`config.mk`:
```
export PLATFORM = sky130hd
export DESIGN_NAME = mc_decode_ext
export DESIGN_NICKNAME = d
export VERILOG_FILES = /design/src/rtl/mc_decode_ext_pkg.sv /design/src/rtl/alu_dec_ext.sv /design/src/rtl/mc_decode_ext.sv
export SDC_FILE = /design/constraint.sdc
export NUM_CORES = 1
export LEC_CHECK = 0
export ABC_AREA = 1
export BUFFER_PORTS_ARGS = -buffer_cell sky130_fd_sc_hd__buf_2
export CAP_MARGIN = 20
export CORE_MARGIN = 5
export CORE_UTILIZATION = 32
export DETAILED_ROUTE_END_ITERATION = 7
export HOLD_SLACK_MARGIN = 0.05
export PLACE_DENSITY = 0.67
export SLEW_MARGIN = 20
export SYNTH_ARGS = -nofsm -noshare
export SYNTH_HDL_FRONTEND = slang
export SYNTH_HIERARCHICAL = 1
export SYNTH_SLANG_ARGS = --single-unit
```
`constraint.sdc`:
```
create_clock -name clk -period 4.46 [get_ports clk]
set_input_delay 0.669 -clock clk [delete_from_list [all_inputs] [get_ports clk]]
set_output_delay 0.669 -clock clk [all_outputs]
set_load 0.02 [all_outputs]
```
`src/rtl/mc_decode_ext_pkg.sv`:
```
// Shared encodings for the multi-cycle control decoder: FSM state codes,
// ALU operation codes and datapath mux select values.
package mc_decode_ext_pkg;

    typedef enum logic [3:0] {
        S_FETCH    = 4'd0,
        S_DECODE   = 4'd1,
        S_MEMADR   = 4'd2,
        S_MEMRD    = 4'd3,
        S_MEMWB    = 4'd4,
        S_MEMWR    = 4'd5,
        S_EXECUTER = 4'd6,
        S_EXECUTEI = 4'd7,
        S_ALUWB    = 4'd8,
        S_BRANCH   = 4'd9,
        S_MULEX    = 4'd10
    } state_t;

    localparam logic [2:0] ALU_ADD = 3'd0;
    localparam logic [2:0] ALU_SUB = 3'd1;
    localparam logic [2:0] ALU_AND = 3'd2;
    localparam logic [2:0] ALU_ORR = 3'd3;
    localparam logic [2:0] ALU_EOR = 3'd4;
    localparam logic [2:0] ALU_MOV = 3'd5;
    localparam logic [2:0] ALU_MUL = 3'd6;

    localparam logic [1:0] SRCA_REG   = 2'b00;
    localparam logic [1:0] SRCA_PC    = 2'b01;
    localparam logic [1:0] SRCB_WD    = 2'b00;
    localparam logic [1:0] SRCB_IMM   = 2'b01;
    localparam logic [1:0] SRCB_FOUR  = 2'b10;
    localparam logic [1:0] RES_ALUOUT = 2'b00;
    localparam logic [1:0] RES_DATA   = 2'b01;
    localparam logic [1:0] RES_ALURES = 2'b10;

    // Only arithmetic operations produce meaningful carry/overflow flags.
    function automatic logic sets_cv(input logic [2:0] code);
        return (code == ALU_ADD) || (code == ALU_SUB);
    endfunction

endpackage

```
`src/rtl/alu_dec_ext.sv`:
```
// Combinational ALU decoder: maps the data-processing cmd field to an ALU
// operation code, flag-write enables and the register-write suppression flag.
module alu_dec_ext
    import mc_decode_ext_pkg::*;
#(
    parameter int ALUCTRL_W = 3
) (
    input  logic                 alu_op,
    input  logic                 mul_op,
    input  logic [4:0]           funct,
    output logic [ALUCTRL_W-1:0] alu_control,
    output logic [1:0]           flag_w,
    output logic                 no_write
);

    localparam logic WIDE_OPS = (ALUCTRL_W >= 3);

    logic [2:0] cmd_code_s;
    logic       cmd_legal_s;
    logic       cmd_cmp_s;
    logic [2:0] op_code_s;
    logic [1:0] flag_w_s;

    // Classify the cmd field; EOR/MOV only exist when the wide code set is built.
    always_comb begin
        cmd_code_s  = ALU_ADD;
        cmd_legal_s = 1'b1;
        cmd_cmp_s   = 1'b0;
        case (funct[4:1])
            4'b0100: cmd_code_s = ALU_ADD;
            4'b0010: cmd_code_s = ALU_SUB;
            4'b0000: cmd_code_s = ALU_AND;
            4'b1100: cmd_code_s = ALU_ORR;
            4'b0001: begin
                cmd_code_s  = WIDE_OPS ? ALU_EOR : ALU_ADD;
                cmd_legal_s = WIDE_OPS;
            end
            4'b1101: begin
                cmd_code_s  = WIDE_OPS ? ALU_MOV : ALU_ADD;
                cmd_legal_s = WIDE_OPS;
            end
            4'b1010: begin
                cmd_code_s = ALU_SUB;
                cmd_cmp_s  = 1'b1;
            end
            default: begin
                cmd_code_s  = ALU_ADD;
                cmd_legal_s = 1'b0;
            end
        endcase
    end

    // Select the final operation; multiply overrides the cmd field.
    always_comb begin
        op_code_s = ALU_ADD;
        flag_w_s  = 2'b00;
        if (!alu_op) begin
            op_code_s = ALU_ADD;
            flag_w_s  = 2'b00;
        end else if (mul_op) begin
            if (WIDE_OPS) begin
                op_code_s = ALU_MUL;
                flag_w_s  = {funct[0], 1'b0};
            end else begin
                op_code_s = ALU_ADD;
                flag_w_s  = 2'b00;
            end
        end else if (cmd_legal_s) begin
            op_code_s = cmd_code_s;
            flag_w_s  = {funct[0], funct[0] & sets_cv(cmd_code_s)};
        end else begin
            op_code_s = ALU_ADD;
            flag_w_s  = 2'b00;
        end
    end

    assign alu_control = ALUCTRL_W'(op_code_s);
    assign flag_w      = flag_w_s;
    assign no_write    = ~cmd_legal_s | cmd_cmp_s;

endmodule

```
`src/rtl/mc_decode_ext.sv`:
```
// Multi-cycle control decoder: main FSM with multiply iteration counter,
// Moore control decode, PC-source logic and instruction decoder.
module mc_decode_ext
    import mc_decode_ext_pkg::*;
#(
    parameter int ALUCTRL_W  = 3,
    parameter int EN_MUL     = 1,
    parameter int MUL_CYCLES = 4
) (
    input  logic                 clk,
    input  logic                 reset,
    input  logic [1:0]           Op,
    input  logic [5:0]           Funct,
    input  logic [3:0]           Rd,
    input  logic                 IsMul,
    output logic [1:0]           FlagW,
    output logic                 PCS,
    output logic                 NextPC,
    output logic                 RegW,
    output logic                 MemW,
    output logic                 IRWrite,
    output logic                 AdrSrc,
    output logic [1:0]           ResultSrc,
    output logic [1:0]           ALUSrcA,
    output logic [1:0]           ALUSrcB,
    output logic [1:0]           ImmSrc,
    output logic [1:0]           RegSrc,
    output logic [ALUCTRL_W-1:0] ALUControl,
    output logic                 MulBusy,
    output logic [3:0]           State
);

    localparam logic [3:0] MUL_LOAD = 4'(MUL_CYCLES - 1);
    localparam logic       MUL_EN   = (EN_MUL != 0) && (ALUCTRL_W >= 3);

    state_t     state_r;
    logic [3:0] mul_cnt_r;

    logic       ir_write_s, next_pc_s, reg_w_s, mem_w_s, adr_src_s;
    logic       branch_s, alu_op_s, mul_op_s, no_write_s;
    logic [1:0] result_src_s, alu_src_a_s, alu_src_b_s, flag_w_s;

    // State register and multiply iteration counter.
    always_ff @(posedge clk or negedge reset) begin
        if (!reset) begin
            state_r   <= S_FETCH;
            mul_cnt_r <= 4'd0;
        end else begin
            case (state_r)
                S_FETCH:  state_r <= S_DECODE;
                S_DECODE: begin
                    if (Op == 2'b01) begin
                        state_r <= S_MEMADR;
                    end else if ((Op == 2'b00) && IsMul && MUL_EN) begin
                        state_r   <= S_MULEX;
                        mul_cnt_r <= MUL_LOAD;
                    end else if ((Op == 2'b00) && !Funct[5]) begin
                        state_r <= S_EXECUTER;
                    end else if (Op == 2'b00) begin
                        state_r <= S_EXECUTEI;
                    end else if (Op == 2'b10) begin
                        state_r <= S_BRANCH;
                    end else begin
                        state_r <= S_FETCH;
                    end
                end
                S_MEMADR:   state_r <= Funct[0] ? S_MEMRD : S_MEMWR;
                S_MEMRD:    state_r <= S_MEMWB;
                S_MEMWB:    state_r <= S_FETCH;
                S_MEMWR:    state_r <= S_FETCH;
                S_EXECUTER: state_r <= S_ALUWB;
                S_EXECUTEI: state_r <= S_ALUWB;
                S_ALUWB:    state_r <= S_FETCH;
                S_BRANCH:   state_r <= S_FETCH;
                S_MULEX: begin
                    if (mul_cnt_r == 4'd0) begin
                        state_r <= S_ALUWB;
                    end else begin
                        mul_cnt_r <= mul_cnt_r - 4'd1;
                    end
                end
                default: state_r <= S_FETCH;
            endcase
        end
    end

    // Moore control decode of the current state.
    always_comb begin
        ir_write_s   = 1'b0;
        next_pc_s    = 1'b0;
        reg_w_s      = 1'b0;
        mem_w_s      = 1'b0;
        adr_src_s    = 1'b0;
        branch_s     = 1'b0;
        alu_op_s     = 1'b0;
        mul_op_s     = 1'b0;
        result_src_s = RES_ALUOUT;
        alu_src_a_s  = SRCA_REG;
        alu_src_b_s  = SRCB_WD;
        case (state_r)
            S_FETCH: begin
                ir_write_s   = 1'b1;
                next_pc_s    = 1'b1;
                alu_src_a_s  = SRCA_PC;
                alu_src_b_s  = SRCB_FOUR;
                result_src_s = RES_ALURES;
            end
            S_DECODE: begin
                alu_src_a_s  = SRCA_PC;
                alu_src_b_s  = SRCB_FOUR;
                result_src_s = RES_ALURES;
            end
            S_MEMADR: alu_src_b_s = SRCB_IMM;
            S_MEMRD:  adr_src_s = 1'b1;
            S_MEMWB: begin
                result_src_s = RES_DATA;
                reg_w_s      = 1'b1;
            end
            S_MEMWR: begin
                adr_src_s = 1'b1;
                mem_w_s   = 1'b1;
            end
            S_EXECUTER: alu_op_s = 1'b1;
            S_EXECUTEI: begin
                alu_src_b_s = SRCB_IMM;
                alu_op_s    = 1'b1;
            end
            S_ALUWB: reg_w_s = ~no_write_s;
            S_BRANCH: begin
                alu_src_a_s  = SRCA_PC;
                alu_src_b_s  = SRCB_IMM;
                result_src_s = RES_ALURES;
                branch_s     = 1'b1;
            end
            S_MULEX: begin
                alu_op_s = 1'b1;
                mul_op_s = 1'b1;
            end
            default: branch_s = 1'b0;
        endcase
    end

    alu_dec_ext #(
        .ALUCTRL_W (ALUCTRL_W)
    ) u_alu_dec (
        .alu_op      (alu_op_s),
        .mul_op      (mul_op_s),
        .funct       (Funct[4:0]),
        .alu_control (ALUControl),
        .flag_w      (flag_w_s),
        .no_write    (no_write_s)
    );

    // Enables are gated by reset so they fall in the same cycle it asserts.
    assign IRWrite   = ir_write_s & reset;
    assign NextPC    = next_pc_s & reset;
    assign RegW      = reg_w_s & reset;
    assign MemW      = mem_w_s & reset;
    assign MulBusy   = mul_op_s & reset;
    assign FlagW     = flag_w_s & {2{reset}};
    assign PCS       = (((Rd == 4'hF) & reg_w_s) | branch_s) & reset;
    assign AdrSrc    = adr_src_s;
    assign ResultSrc = result_src_s;
    assign ALUSrcA   = alu_src_a_s;
    assign ALUSrcB   = alu_src_b_s;
    assign ImmSrc    = Op;
    assign RegSrc    = {Op == 2'b01, Op == 2'b10};
    assign State     = state_r;

endmodule
```
-- Yosys cells after proc, flatten, opt, wreduce, memory -nomap -nowiden
Cells that the tools add are included.
- word-level logic and storage cells: 89
- RAM bits: 0
- register bits: 8
- output and inout bits: 26
- ROM bits: 0
- memories kept: 0
- input bits: 15
- latch bits: 0
- $mul: 0
- shift operators: 0
- magnitude comparators: 0
- $add $sub $neg: 1
- reduce and logical (&&, ||, !) cells: 19
- div/mod/pow operators: 0
- mux-type cells: 31
- bitwise gates (word level): 12
- equal/unequal tests: 24
- operator list (operator ; number):
    two-way mux 4 bit ; 9
    equality test 4 bit, second input constant ; 7
    case mux 4 bit (6 select lines) ; 1
    equality test 4 x 3 -> 1 bit, second input constant ; 5
    case mux 3 bit (5 select lines) ; 1
    equality test 4 x 2 -> 1 bit, second input constant ; 3
    zero test 4 bit ; 3
    two-way mux 3 bit ; 4
    two-way mux 1 bit ; 9
    OR reduction 3 bit ; 3
    equality test 4 x 1 -> 1 bit, second input constant ; 2
    != test 2 bit, second input constant ; 4
    case mux 2 bit (2 select lines) ; 2
    case mux 4 bit (2 select lines) ; 1
    OR reduction 2 bit ; 4
    bitwise AND 1 bit ; 7
    OR reduction 7 bit ; 1
    two-way mux 2 bit ; 3
    AND reduction 4 bit ; 1
    subtractor 4 x 1 -> 4 bit, second input constant ; 1
    equality test 3 x 1 -> 1 bit, second input constant ; 1
    zero test 3 bit ; 1
    bitwise AND 2 bit ; 1
    equality test 2 x 1 -> 1 bit, second input constant ; 1
    9 further kinds ; 12

-- Longest topological paths before layout
- depth after elaboration: 10
- gate-level depth with buffers: 11
- gate-level depth less buffers: 11

-- Hierarchy
Netlist, hierarchy kept.
- by module, submodules not included (module ; times used ; cells each ; area an instance (um2)):
    mc_decode_ext ; 1 ; 108 ; 714.4
    alu_dec_ext ; 1 ; 37 ; 172.7

-- Worst setup path after synthesis
Ideal clock, no wire load.
- path type: input port to output port
- start: input port reset
- end: output port NextPC
- arrival time: 1760 ps
- path buffers: 1
- stages on the path: 3
- data required time: 3791 ps
- path slack: 2031 ps
- cells stage by stage: inv_1 -> nor4_1 -> buf_4
- longest elaborated chain between the ends: 1
- ends and longest elaborated chain (what ; line ; text):
    start: declaration ; mc_decode_ext.sv:11 ; input logic reset,
    bitwise AND 1 bit ; n/a ;
    end: declaration ; mc_decode_ext.sv:18 ; output logic NextPC,
No other way between the ends.

-- Worst setup path after layout
- start: register state_r[1], in the netlist State[1]
- end: output port FlagW[0]
- longest elaborated chain between the ends: 5
- elaborated cells between the ends (all ways): 9
- those cells by class: eq/ne: 3; mux: 4; bitwise: 1; reduce/logical: 1
- ends and longest elaborated chain (what ; line ; text):
    start: declaration ; mc_decode_ext.sv:36 ; state_t state_r;
    start signal: assignment ; mc_decode_ext.sv:67 ; S_MEMADR: state_r <= Funct[0] ? S_MEMRD : S_MEMWR;
    equality test 4 bit ; mc_decode_ext.sv:100 ; case (state_r)
    two-way mux 1 bit ; mc_decode_ext.sv:100 ;
    named net mul_op_s ; mc_decode_ext.sv:40 ; logic branch_s, alu_op_s, mul_op_s, no_write_s;
    two-way mux 2 bit ; alu_dec_ext.sv:60 ; end else if (mul_op) begin
    two-way mux 2 bit ; alu_dec_ext.sv:57 ; if (!alu_op) begin
    named net flag_w_s[0] ; mc_decode_ext.sv:41 ; logic [1:0] result_src_s, alu_src_a_s, alu_src_b_s, flag_w_s;
    bitwise AND 2 bit ; mc_decode_ext.sv:160 ; assign FlagW = flag_w_s & {2{reset}};
    end: declaration ; mc_decode_ext.sv:16 ; output logic [1:0] FlagW,
The timed path passes the listed nets, and every way through them passes these cells.

==> impl_metrics.toml <==
[run_status]
outcome = "finished clean"

[timing]
finalMaxSlewViolations = 0
rsz0062_at_grt = "false"
hold_viol_final = 0
timing.setup.tns_ps = 0
fin_skew_ps = 1.639
clock.fmax_mhz = 379.9
post-route-period-util_pct = 59.02
period_minus_slack_ps = 2632
finalSetupViolations = 0

[grt]
grt_pass1_vias = 894
antenna_found_initial = 0
grt_pass1_wl_um = 3691
grt.total_usage_pct = 11.21
grt-ovfl-total = 0
grt_max_degree = 12

[clock_tree]
cts.htree.levels = 1
clk_latency_ps = 260
hold_buffers = 0
clk_pin_slew_ps = 60
cts.sinks = 8
clockRootBuffer = "clkbuf_4"
cts-resized-gates = 0
cts_tree = "yes"
cts_buffers = 3
cts_buffer_depth = 2
cts_setup_buffers = 0

[worst_hold_path]
hold_path.class = "in2async"

[power_and_ir_drop]
power_uw = 640.7
p_leak_nw = 0.6852
ir_worst_vdd_mv = 0.4196
pwr_density_cell_mw_per_mm2 = 583.2

[critical_path]
crit_top_cell = "inv_1"
critPathMaxFanout = 11
rr_startpoint = "State[1]"
r2r_setup_slack_ps = 3080
path_class = "reg2out"
max_stage_delay_ps = 570
worstRegToRegCells = 7
worst-path-buf-inv = 4
critPathSlowestCell = "dfrtp_1"
required_ps = 3790
timing.rr.end = "mul_cnt_r[3]"
crit_chain = "nand2_2 > nor2_4 > a21oi_1 > inv_1 > inv_1 > nor2_1 > nand2_2 > nor2_2 > nand2_1 > inv_1 > buf_2"
critPathLaunchType = "flop"
worst_setup_path_end_kind = "output pin"
cp_top_family = "simple AND/OR/NAND/NOR gates"
arrival_ps = 1960

[finish]
nets = 200
fill_cells = 319
final_area_mm2 = 0.001099
syn_to_final_growth_pct = 23.84
layout-drive-gt1-share_pct = 33.70
antenna_cells = 0

[placement]
port-buffer-count = 39
gp_congestion = 0.8197
placed_area_mm2 = 0.001076
place_hpwl_um = 1830

[logic_synthesis]
synth_top_area_share_pct = 22.57
synth_flop_cell = "dfrtp_1"
synth_most_common_cell = "nand2_1"
synth_commonest_cells = "37 x nand2_1, 22 x inv_1, 19 x nor2_1, 16 x nand3_1, 8 x dfrtp_1"
async_reset_ff_share_pct = 100.0
postSynthCellCount = 145
syn_avg_cell_area_um2 = 6.118
synth.distinct_cells = 25
ys_ff_latch = 8
ys_warn_count = 6
synth-edff-count = 0
synth-seq-area-share_pct = 22.57
syn_area_um2 = 887.1
synth_area_leaders = "dfrtp_1 23%, nand2_1 16%, inv_1 9.3%, nand3_1 9.0%, nor2_1 8.0%"
synth_area_leader_cell = "dfrtp_1"
syn-num-nets = 162

[die]
initial_utilization_pct = 32.73
ios = 41
die_width_um = 62.65
rows = 19
core_region_area_mm2 = 0.002710
die_area_mm2 = 0.003925
die_h_um = 62.65

[drt]
wirelength_um = 2157
viasPerCell = 4.552
first_pass_iters = 4
postRouteAntennaNets = 0
drc = 0
vias = 965
drt_iter0_markers = 29
routedWlPerCell_um = 10.17

[job]
maxCapViolCount = 0
[worst max path at each step]
stage / start / slack (ps) / endpoint / depth (start not counted)
after floorplan: reset / 2030 / NextPC / 3
after global placement: Funct[2] / 2060 / PCS / 11
after detailed placement: Funct[2] / 2010 / PCS / 11
after CTS: State[1] / 1820 / FlagW[0] / 11
after global routing: State[1] / 1630 / FlagW[0] / 11
final: State[1] / 1830 / FlagW[0] / 11
[cell type report]
class / instances / area [um^2] / share of cell area, %
timing repair buffer: 39 / 195.2 / 17.77
tap: 31 / 38.79 / 3.531
sequential: 8 / 200.2 / 18.22
clock buffer: 3 / 22.52 / 2.050
inverter: 27 / 107.6 / 9.795
multi-input combinational: 104 / 534.3 / 48.63
[cell families (layout without fill, tap and decap cells)]
| logic type | count (synthesis) | count (layout) | share of synthesized area (%) |
|---|---|---|---|
| AO/OA/AOI/OAI | 13 | 13 | 8.886 |
| XOR/XNOR | 1 | 1 | 0.9875 |
| adder cells (fa/ha/maj) | 2 | 2 | 2.820 |
| buffers and inverters | 33 | 69 | 17.21 |
| flip-flops | 8 | 8 | 22.57 |
| other | 1 | 1 | 0.4227 |
| AND/OR/NAND/NOR | 87 | 87 | 47.11 |
[placed cells by master (no fill, tap or decap)]
cell type	netlist	routed
o22ai_1	1	1
clkinv_4	1	1
dfrtp_1	8	8
inv_1	22	22
o21ai_1	2	2
clkinv_2	1	1
nand3_1	16	16
nor2_4	2	2
buf_2	0	39
nor2_2	2	2
xnor2_1	1	1
a21boi_1	1	1
ha_1	2	2
nor2_1	19	19
nand2_4	4	4
nor4_1	1	1
a21oi_1	3	3
inv_2	3	3
clkbuf_4	0	3
conb_1	1	1
nand2_2	5	5
nand2_1	37	37
o21ai_0	2	2
o211ai_1	3	3
nand3_2	1	1
o31ai_1	1	1
[worst register-to-register path, cell delays in order, from the launching register on]
cell and delay [ps]:
dfrtp_1 570, nand2_2 120, nor2_4 190, nand2_2 110, nand2_4 110, nand2_4 60
nand2_1 60, nand2_1 50
[sequential cells by signal, summed over array words and instances, names as in the netlist]
signal	flops
mul_cnt_r	4
State	4
[where the power goes]
group	switching (mW)	total (mW)	internal [mW]	leakage, nW
registers	0.0426	0.142	0.0994	0.101
logic	0.299	0.440	0.141	0.570
clock network	0.0277	0.0587	0.0310	0.0138
[per-layer routing]
| metal | part of all wire, % | wire length (um) | GRT usage, % |
|---|---|---|---|
| met5 | 0 | 0 | 0 |
| met4 | 1.0 | 22 | 4.775 |
| met3 | 9.4 | 203 | 3.058 |
| met2 | 41 | 890 | 16.19 |
| met1 | 48 | 1041 | 15.47 |
[per-stage QoR]
stage / cells / worst slack, ps / utilization [%] / hold WS [ps]
6_report: 212 / 1828 / 40.54 / 263.3
3_5_place_dp: 209 / 2015 / 39.70 / 471.7
3_3_place_gp: 209 / 2064 / 39.70 / 465.4
5_1_grt: 212 / 1627 / 40.54 / 275.8
4_1_cts: 212 / 1818 / 40.54 / 263.7
2_1_floorplan: 145 / 2031 / - / 373.4
Note: power is estimated with default switching activity, not from simulation.
